File: src/rtl/dcache_pkg.sv
// Shared types and field positions for the 2-way data cache controller.
// The optional hit/miss counters are enabled with the DCACHE_PERF_CNT_EN macro.
package dcache_pkg;

    localparam int TAG_W      = 23;
    localparam int INDEX_W    = 4;
    localparam int LINE_W     = 256;
    localparam int WORD_W     = 32;
    localparam int SRAM_TAG_W = TAG_W + 2;

    localparam int VALID_BIT  = 24;
    localparam int DIRTY_BIT  = 23;

    // CPU byte address layout: {tag, index, word select, byte offset}
    localparam int WSEL_LSB   = 2;
    localparam int WSEL_W     = 3;
    localparam int INDEX_LSB  = 5;
    localparam int TAG_LSB    = 9;
    localparam int OFFSET_W   = 5;

    typedef enum logic [2:0] {
        ST_IDLE,
        ST_MISS,
        ST_WRITEBACK,
        ST_READMISS,
        ST_READMISSOK
    } state_e;

endpackage

File: src/rtl/dcache_word_merge.sv
// Word extract and word replace on a cache line, selected by the 3-bit word index.
module dcache_word_merge
    import dcache_pkg::*;
(
    input  logic [LINE_W-1:0] line_i,
    input  logic [WSEL_W-1:0] sel_i,
    input  logic [WORD_W-1:0] word_i,
    output logic [WORD_W-1:0] word_o,
    output logic [LINE_W-1:0] line_o
);

    always_comb begin
        word_o = line_i[sel_i*WORD_W +: WORD_W];
        line_o = line_i;
        line_o[sel_i*WORD_W +: WORD_W] = word_i;
    end

endmodule

File: src/rtl/dcache_controller.sv
// CPU-facing write-back / write-allocate controller in front of dcache_sram.
// Optional hit/miss counters are compiled in with DCACHE_PERF_CNT_EN.
module dcache_controller
    import dcache_pkg::*;
(
    input  logic                  clk_i,
    input  logic                  rst_i,
    input  logic [31:0]           cpu_addr_i,
    input  logic [WORD_W-1:0]     cpu_data_i,
    input  logic                  cpu_MemRead_i,
    input  logic                  cpu_MemWrite_i,
    output logic [WORD_W-1:0]     cpu_data_o,
    output logic                  cpu_stall_o,
    input  logic [LINE_W-1:0]     mem_data_i,
    input  logic                  mem_ack_i,
    output logic [LINE_W-1:0]     mem_data_o,
    output logic [31:0]           mem_addr_o,
    output logic                  mem_enable_o,
    output logic                  mem_write_o,
    output logic [INDEX_W-1:0]    sram_addr_o,
    output logic [SRAM_TAG_W-1:0] sram_tag_o,
    output logic [LINE_W-1:0]     sram_data_o,
    output logic                  sram_enable_o,
    output logic                  sram_write_o,
    input  logic [SRAM_TAG_W-1:0] sram_tag_i,
    input  logic [LINE_W-1:0]     sram_data_i,
    input  logic                  sram_hit_i
`ifdef DCACHE_PERF_CNT_EN
    ,
    output logic [31:0]           hit_cnt_o,
    output logic [31:0]           miss_cnt_o
`endif
);

    state_e                  state_q, state_d;
    logic [SRAM_TAG_W-1:0]   victim_tag_q, victim_tag_d;
    logic [LINE_W-1:0]       victim_data_q, victim_data_d;
    logic                    mem_enable_q, mem_enable_d;
    logic                    mem_write_q, mem_write_d;
    logic [31:0]             mem_addr_q, mem_addr_d;

    logic                    req, is_write;
    logic [TAG_W-1:0]        addr_tag;
    logic [INDEX_W-1:0]      addr_idx;
    logic [WSEL_W-1:0]       addr_wsel;
    logic [LINE_W-1:0]       merged_line;
    logic                    unused_byte_offset;

    assign req       = cpu_MemRead_i | cpu_MemWrite_i;
    assign is_write  = cpu_MemWrite_i;
    assign addr_tag  = cpu_addr_i[31:TAG_LSB];
    assign addr_idx  = cpu_addr_i[TAG_LSB-1:INDEX_LSB];
    assign addr_wsel = cpu_addr_i[INDEX_LSB-1:WSEL_LSB];
    // Accesses are word-aligned; the byte offset carries no information.
    assign unused_byte_offset = ^cpu_addr_i[WSEL_LSB-1:0];

    dcache_word_merge u_merge (
        .line_i (sram_data_i),
        .sel_i  (addr_wsel),
        .word_i (cpu_data_i),
        .word_o (cpu_data_o),
        .line_o (merged_line)
    );

    always_ff @(posedge clk_i or posedge rst_i) begin
        if (rst_i) begin
            state_q       <= ST_IDLE;
            victim_tag_q  <= '0;
            victim_data_q <= '0;
            mem_enable_q  <= 1'b0;
            mem_write_q   <= 1'b0;
            mem_addr_q    <= '0;
        end else begin
            state_q       <= state_d;
            victim_tag_q  <= victim_tag_d;
            victim_data_q <= victim_data_d;
            mem_enable_q  <= mem_enable_d;
            mem_write_q   <= mem_write_d;
            mem_addr_q    <= mem_addr_d;
        end
    end

    always_comb begin
        state_d       = state_q;
        victim_tag_d  = victim_tag_q;
        victim_data_d = victim_data_q;
        case (state_q)
            ST_IDLE: begin
                if (req && !sram_hit_i) begin
                    state_d       = ST_MISS;
                    victim_tag_d  = sram_tag_i;
                    victim_data_d = sram_data_i;
                end
            end
            ST_MISS: begin
                if (victim_tag_q[VALID_BIT] && victim_tag_q[DIRTY_BIT])
                    state_d = ST_WRITEBACK;
                else
                    state_d = ST_READMISS;
            end
            ST_WRITEBACK:  if (mem_ack_i) state_d = ST_READMISS;
            ST_READMISS:   if (mem_ack_i) state_d = ST_READMISSOK;
            ST_READMISSOK: state_d = ST_IDLE;
            default:       state_d = ST_IDLE;
        endcase

        // Memory request is registered from the upcoming state, so it drops the cycle after ack.
        mem_enable_d = (state_d == ST_WRITEBACK) || (state_d == ST_READMISS);
        mem_write_d  = (state_d == ST_WRITEBACK);
        case (state_d)
            ST_WRITEBACK: mem_addr_d = {victim_tag_q[TAG_W-1:0], addr_idx, {OFFSET_W{1'b0}}};
            ST_READMISS:  mem_addr_d = {addr_tag, addr_idx, {OFFSET_W{1'b0}}};
            default:      mem_addr_d = mem_addr_q;
        endcase
    end

    always_comb begin
        cpu_stall_o   = (state_q != ST_IDLE) || (req && !sram_hit_i);
        sram_enable_o = 1'b0;
        sram_write_o  = 1'b0;
        sram_addr_o   = '0;
        sram_tag_o    = '0;
        sram_data_o   = '0;
        case (state_q)
            ST_IDLE: begin
                if (req) begin
                    sram_enable_o = 1'b1;
                    sram_addr_o   = addr_idx;
                    sram_tag_o    = {1'b1, 1'b0, addr_tag};
                    if (sram_hit_i && is_write) begin
                        sram_write_o          = 1'b1;
                        sram_tag_o[DIRTY_BIT] = 1'b1;
                        sram_data_o           = merged_line;
                    end
                end
            end
            ST_READMISS: begin
                if (mem_ack_i) begin
                    sram_enable_o = 1'b1;
                    sram_write_o  = 1'b1;
                    sram_addr_o   = addr_idx;
                    sram_tag_o    = {1'b1, 1'b0, addr_tag};
                    sram_data_o   = mem_data_i;
                end
            end
            ST_READMISSOK: begin
                sram_enable_o = 1'b1;
                sram_addr_o   = addr_idx;
                sram_tag_o    = {1'b1, 1'b0, addr_tag};
            end
            default: ;
        endcase
        if (rst_i) begin
            sram_enable_o = 1'b0;
            sram_write_o  = 1'b0;
            sram_addr_o   = '0;
            sram_tag_o    = '0;
            sram_data_o   = '0;
        end
    end

    assign mem_enable_o = mem_enable_q;
    assign mem_write_o  = mem_write_q;
    assign mem_addr_o   = mem_addr_q;
    assign mem_data_o   = victim_data_q;

`ifdef DCACHE_PERF_CNT_EN
    logic        refill_done_q;
    logic [31:0] hit_cnt_q, miss_cnt_q;

    // The first IDLE cycle after a refill is the re-served miss, not a new hit.
    always_ff @(posedge clk_i or posedge rst_i) begin
        if (rst_i) begin
            refill_done_q <= 1'b0;
            hit_cnt_q     <= '0;
            miss_cnt_q    <= '0;
        end else begin
            refill_done_q <= (state_q == ST_READMISSOK);
            if (state_q == ST_IDLE && req && sram_hit_i && !refill_done_q)
                hit_cnt_q <= hit_cnt_q + 32'd1;
            if (state_q == ST_IDLE && req && !sram_hit_i)
                miss_cnt_q <= miss_cnt_q + 32'd1;
        end
    end

    assign hit_cnt_o  = hit_cnt_q;
    assign miss_cnt_o = miss_cnt_q;
`endif

endmodule
File: config.mk
export PLATFORM = sky130hd
export DESIGN_NAME = dcache_controller
export DESIGN_NICKNAME = d
export VERILOG_FILES = /design/src/rtl/dcache_pkg.sv /design/src/rtl/dcache_word_merge.sv /design/src/rtl/dcache_controller.sv
export SDC_FILE = /design/constraint.sdc
export NUM_CORES = 1
export LEC_CHECK = 0
export BUFFER_PORTS_ARGS = -buffer_cell sky130_fd_sc_hd__buf_2
export CAP_MARGIN = 30
export CORE_AREA = 3 3 476 478
export DETAILED_ROUTE_END_ITERATION = 16
export DIE_AREA = 0 0 479 481
export HOLD_SLACK_MARGIN = 0.06
export SLEW_MARGIN = 20
export SYNTH_ARGS = -nofsm -noshare
export SYNTH_HDL_FRONTEND = slang
export SYNTH_SLANG_ARGS = --single-unit
File: constraint.sdc
create_clock -name clk_i -period 25.1 [get_ports clk_i]
set_input_delay 6.275 -clock clk_i [delete_from_list [all_inputs] [get_ports clk_i]]
set_output_delay 6.275 -clock clk_i [all_outputs]
set_load 0.005 [all_outputs]
Word level (Yosys, flattened, before mapping)
Index checks and enable logic that the tools add are counted.
{ "op_classes": {"n_shift": 3, "eq_ne": 6, "n_bitwise": 1, "n_mux": 28, "n_reduce_logical": 10, "addsub": 1} }
{ "ops": {"columns": ["op", "n"], "rows": [
  ["256-bit 2-to-1 mux", 4],
  ["256-bit case mux with 2 select lines", 1],
  ["256-bit bitwise mux", 1],
  ["32-bit by 34-bit variable shift with 256-bit output (first input constant)", 1],
  ["256-bit by 9-bit indexed part select with 32-bit output", 1],
  ["32-bit by 34-bit indexed part select with 256-bit output", 1],
  ["25-bit 2-to-1 mux", 3],
  ["25-bit case mux with 3 select lines", 1],
  ["32-bit case mux with 2 select lines", 1],
  ["8-bit negator with 34-bit output", 1],
  ["3-bit by 2-bit == test with 1-bit output (second input constant)", 4],
  ["4-bit 2-to-1 mux", 3],
  ["3-bit case mux with 4 select lines", 1],
  ["4-bit case mux with 3 select lines", 1],
  ["3-bit 2-to-1 mux", 3],
  ["1-bit 2-to-1 mux", 7],
  ["3-bit by 1-bit == test with 1-bit output (second input constant)", 1],
  ["3-bit == test (second input constant)", 1],
  ["1-bit logical AND", 3],
  ["3-bit logical NOT", 1],
  ["1-bit case mux with 3 select lines", 1],
  ["3-bit nonzero test", 1],
  ["1-bit logical OR", 2],
  ["1-bit case mux with 2 select lines", 1],
  ["other kinds (4)", 4]
]} }
{ "totals": {"ff_bits": 318, "wordCells": 55, "input_bits": 607, "output_inout_bits": 610} }

Depth between registers and ports, before layout
{ "logic_depth": {"word_depth": 7, "mapped_depth": 13, "mapped_depth_nobuf": 7} }

By module
Synthesis repeated with hierarchy kept, for this count alone.
{ "hier_totals": {"cells_unflattened": 1762, "area_unflattened_um2": 21321.7} }
{ "by_module_without_submodules": {"columns": ["module", "cells_each", "area_each_um2", "seq_area_each_um2", "n_inst"], "rows": [
  ["dcache_controller", 1111, 15825.2, 7832.5, 1],
  ["dcache_word_merge", 651, 5496.5, 0.0, 1]
]} }

Worst setup path after synthesis
Ideal clock, no wire load.
{ "synth_timing": {"path_kind": "input-to-output", "start": "input port rst_i", "end": "output port sram_data_o[238]", "path_buffers": 2, "path_stages": 6, "arrival_ps": 14557, "setup_slack_ps": 4268, "t_required_ps": 18825, "path_cell_list": "inv_1 > nand4_2 > buf_2 > clkbuf_1 > or4_1 > nand3_1"} }
{ "synth_between": {"elab_chain_cells": 1} }
{ "synth_lines": {"columns": ["element", "line_no", "rtl"], "rows": [
  ["start: declaration", "dcache_controller.sv:7", "input logic rst_i,"],
  ["256-bit 2-to-1 mux", "dcache_controller.sv:153", "if (rst_i) begin"],
  ["end: declaration", "dcache_controller.sv:22", "output logic [LINE_W-1:0] sram_data_o,"]
]} }
No other way between the ends.

Final worst setup path
{ "layout_timing": {"start": "input port cpu_addr_i[4]", "end": "output port sram_data_o[143]"} }
{ "layout_between": {"elab_chain_cells": 7, "word_cells_on_any_way": 8, "classes_between": "1 x add/sub; 2 x shift; 5 x mux"} }
{ "layout_lines": {"columns": ["element", "line_no", "rtl"], "rows": [
  ["start: declaration", "dcache_controller.sv:8", "input logic [31:0] cpu_addr_i,"],
  ["8-bit negator with 34-bit output *", "dcache_word_merge.sv:15", "line_o[sel_i*WORD_W +: WORD_W] = word_i;"],
  ["32-bit by 34-bit indexed part select with 256-bit output / 32-bit by 34-bit variable shift with 256-bit output (equally long branches)", "dcache_word_merge.sv:15", null],
  ["256-bit bitwise mux *", "dcache_word_merge.sv:15", null],
  ["256-bit 2-to-1 mux *", "dcache_controller.sv:130", "if (sram_hit_i && is_write) begin"],
  ["256-bit 2-to-1 mux *", "dcache_controller.sv:126", "if (req) begin"],
  ["256-bit case mux with 2 select lines *", "dcache_controller.sv:124", "case (state_q)"],
  ["256-bit 2-to-1 mux *", "dcache_controller.sv:153", null]
]} }
Mark *: on every way between the ends. The rest lies on a longest branch, timed or not.

==> insert_results.sql <==
INSERT INTO impl_metrics (metric_group, metric, value, unit) VALUES
('run_status', 'run_status', 'complete, no violations', ''),
('pwr', 'power.density_cell_area', '90.3', 'nW/um2'),
('routing', 'firstDrtPassIters', '5', ''),
('grt', 'grt_first_pass_wirelength', '312000', 'um'),
('pwr', 'p_leak', '16.0', 'nW'),
('timing', 'worst_pin_slew', '1.08', 'ns'),
('synthesis', 'sequential_element_share_of_the_synthesized_area', '0.385', ''),
('cts', 'tritoncts', 'yes', ''),
('synthesis', 'synth_seq_cells', '313', ''),
('place', 'dp_hpwl', '220000', 'um'),
('timing', 'period_minus_slack', '16.20', 'ns'),
('timing', 'setup_tns', '0', 'ns'),
('synthesis', 'count_of_flip_flops_with_a_built_in_enable_after_synthesis', '0', ''),
('synthesis', 'synth_flop_cell', 'sky130_fd_sc_hd__dfrtp_1', ''),
('synthesis', 'synth_top_area_cell', 'sky130_fd_sc_hd__dfrtp_1', ''),
('grt', 'antenna_found_initial', '224', ''),
('synthesis', 'synth_top_cell_area_share', '0.385', ''),
('cts', 'clk_latency', '0.67', 'ns'),
('grt', 'gr-total-overflow', '0', ''),
('cts', 'cts.hold.buffers_added', '0', ''),
('worst_setup_path', 'critical_path.cell_chain', 'buf_2 -> buf_4 -> inv_2 -> ha_2 -> nor4b_1 -> o21ai_4 -> buf_12 -> mux2i_1 -> o21ai_0 -> buf_2', ''),
('cells_and_area', 'instances_no_fill', '6895', ''),
('timing', 'fin_crit_sh', '0.646', ''),
('routing', 'post-route-drc-count', '0', ''),
('min_path', 'hp-class', 'flip-flop to flip-flop', ''),
('worst_setup_path', 'worst_path_most_repeated_cell', 'sky130_fd_sc_hd__buf_2', ''),
('synthesis', 'synth.cells.most_frequent', '1229 x sky130_fd_sc_hd__nand2_1, 313 x sky130_fd_sc_hd__dfrtp_1, 189 x sky130_fd_sc_hd__o21ai_0', ''),
('die', 'dieArea', '230000', 'um2'),
('synthesis', 'yosys.cell_types.count', '42', ''),
('cts', 'worst_setup_hold_path_clk_slew', '0.05', 'ns'),
('synthesis', 'yosys-top-cells-area', 'sky130_fd_sc_hd__dfrtp_1 38%, sky130_fd_sc_hd__nand2_1 23%, sky130_fd_sc_hd__mux4_2 7.1%', ''),
('cells_and_area', 'final_net_count', '4419', ''),
('synthesis', 'post_synth_instance_area', '20400', 'um2'),
('timing', 'fmaxAchievable', '0.0617', 'GHz'),
('timing', 'timing_hold_violations_final', '0', ''),
('routing', 'avgViaCountPerCell', '3.91', ''),
('worst_setup_path', 'crit_type', 'input pin to output pin', ''),
('timing', 'number_of_slew_limit_violations_in_the_final_report', '0', ''),
('grt', 'first_global_vias', '25700', ''),
('synthesis', 'synth_async_sr_flop_share', '1.00', ''),
('cts', 'post_cts.repair.setup_buffers', '0', ''),
('routing', 'dr.first_iter.drc_count', '2385', ''),
('cts', 'cts.path.max_buffers', '3', ''),
('routing', 'route.detailed.wl_per_inst', '37.3', 'um'),
('timing', 'setup_viol', '0', ''),
('worst_setup_path', 'endpoint_class_of_the_critical_path', 'output pin', ''),
('cts', 'cts_root_buffer', 'sky130_fd_sc_hd__clkbuf_16', ''),
('worst_setup_path', 'critical-path-max-stage-delay', '0.84', 'ns'),
('synthesis', 'syn_area_per_cell', '7.46', 'um2'),
('routing', 'ant_nets', '0', ''),
('die', 'die_width', '479', 'um'),
('worst_setup_path', 'worst_ep_required_time', '18.82', 'ns'),
('pwr', 'worst_vdd_drop', '44.6', 'uV'),
('timing', 'clock-skew-final', '0.0287', 'ns'),
('timing', 'timing.max_slew.rel_slack', '0.273', ''),
('min_path', 'holdPathStages', '2', ''),
('die', 'std_cell_rows', '173', ''),
('synthesis', 'cell_with_the_most_instances_after_synthesis', 'sky130_fd_sc_hd__nand2_1', ''),
('timing', 'rsz0062_at_grt', 'false', ''),
('grt', 'largest_net_degree_at_the_start_of_global_routing', '118', ''),
('worst_setup_path', 'timing.reg2reg.worst_path_depth', '7', ''),
('die', 'floorplan.initialDensity', '0.0916', ''),
('cts', 'h-tree-depth', '2', ''),
('worst_setup_path', 'critPathSlowestCell', 'sky130_fd_sc_hd__o21ai_0', ''),
('grt', 'grtUsageTotal', '0.214', ''),
('cells_and_area', 'post_route_cells_drive_above_1_share', '0.373', ''),
('cts', 'post_cts.resized_instances', '0', ''),
('cells_and_area', 'area_delta_synth_final', '55.5', '%'),
('die', 'core_area', '222000', 'um2'),
('worst_setup_path', 'timing.critical_path.from_type', 'input pin', ''),
('routing', 'drt_wl_total', '257000', 'um');
## final cells by class
class | instances | area (um2)
Antenna cell | 76 | 190
Clock buffer | 58 | 1280
Clock inverter | 28 | 448
Fill cell | 25900 | 191000
Inverter | 7 | 36.3
Multi-Input combinational cell | 2178 | 11700
Sequential cell | 313 | 7830
Tap cell | 2975 | 3720
Timing Repair Buffer | 1260 | 6510
## layout by cell type (no fill, tap or decap), drive strengths merged, types with 2 or more instances in the layout
| cell type | count |
|---|---|
| a21oi | 69 |
| buf | 1260 |
| a31oi | 24 |
| o211ai | 2 |
| nand2b | 26 |
| conb | 5 |
| nor3b | 4 |
| o21ai | 194 |
| nand2 | 1229 |
| clkinv | 12 |
| nor2b | 2 |
| clkbuf | 58 |
| dfrtp | 313 |
| nand4 | 24 |
| o311ai | 20 |
| or4 | 46 |
| inv | 10 |
| ha | 6 |
| mux4 | 64 |
| a22o | 17 |
| and2 | 68 |
| nand3 | 137 |
| diode | 76 |
| or3b | 4 |
| mux2i | 105 |
| clkinvlp | 4 |
| nor2 | 51 |
| nor3 | 73 |
| bufinv | 9 |
## kinds of logic after synthesis
logic type	count (synthesis)	share of synthesized area
buf+inv	244	0.0502
mux	169	0.122
compound gates	330	0.0917
other cells	1	0.000184
fa+ha+maj	6	0.00369
flops	313	0.385
simple gates	1668	0.347
## worst max-delay path: cells and delay by family
family / cells / cell delay [ns]
buffers and inverters: 5 / 1.45
AOI/OAI and AO/OA: 2 / 0.96
adders and majority gates: 1 / 0.52
and+or+nand+nor: 1 / 0.47
muxes: 1 / 0.16
## final timing paths
| check | from | to | slack, ns |
|---|---|---|---|
| hold reg to reg | mem_data_o[133]$_DFFE_PP0P_ | mem_data_o[133]$_DFFE_PP0P_ | 0.46 |
| setup / recovery | cpu_addr_i[4] | sram_data_o[143] | 8.90 |
| min in group asynchronous | rst_i | mem_data_o[12]$_DFFE_PP0P_ | 5.76 |
| max in group asynchronous | rst_i | mem_data_o[155]$_DFFE_PP0P_ | 17.45 |
| hold / removal | mem_data_o[133]$_DFFE_PP0P_ | mem_data_o[133]$_DFFE_PP0P_ | 0.46 |
| setup reg to reg | state_q[0]$_DFF_PP0_ | mem_data_o[251]$_DFFE_PP0P_ | 21.48 |
## power breakdown
part / internal, mW / switching, mW
Clock: 0.457 / 0.315
Sequential: 0.735 / 0.136
Combinational: 0.406 / 0.808
Total: 1.60 / 1.26
## routing by layer
metal | track usage | wire (um) | vias up
li1 | - | - | 11400
met2 | 0.365 | 122000 | 1873
met3 | 0.104 | 31300 | 514
met4 | 0.0888 | 12700 | 88
met5 | 0.00435 | 690 | -
met1 | 0.223 | 90200 | 13100
## flip-flops by register name, summed over array words and instances, names as in the netlist
| register | flops |
|---|---|
| mem_data_o | 256 |
| mem_write_o | 1 |
| mem_addr_o | 27 |
| mem_enable_o | 1 |
| state_q | 3 |
| victim_tag_q | 25 |
## stage by stage
step                      total power, mW   util  hold WS [ns]  cell area, um2  setup slack [ns]
final                                2.86  0.142         0.465           31700              8.90
after global routing                 3.03  0.142         0.480           31600              8.89
after CTS                            2.90  0.142         0.471           31500              8.87
after detailed placement             2.10  0.134         0.457           29700              8.87
after global placement               2.10  0.134         0.454           29700              8.69
after floorplan                      1.35      -         0.438           20400              4.27
No activity file was read; power rests on OpenSTA's default activity.
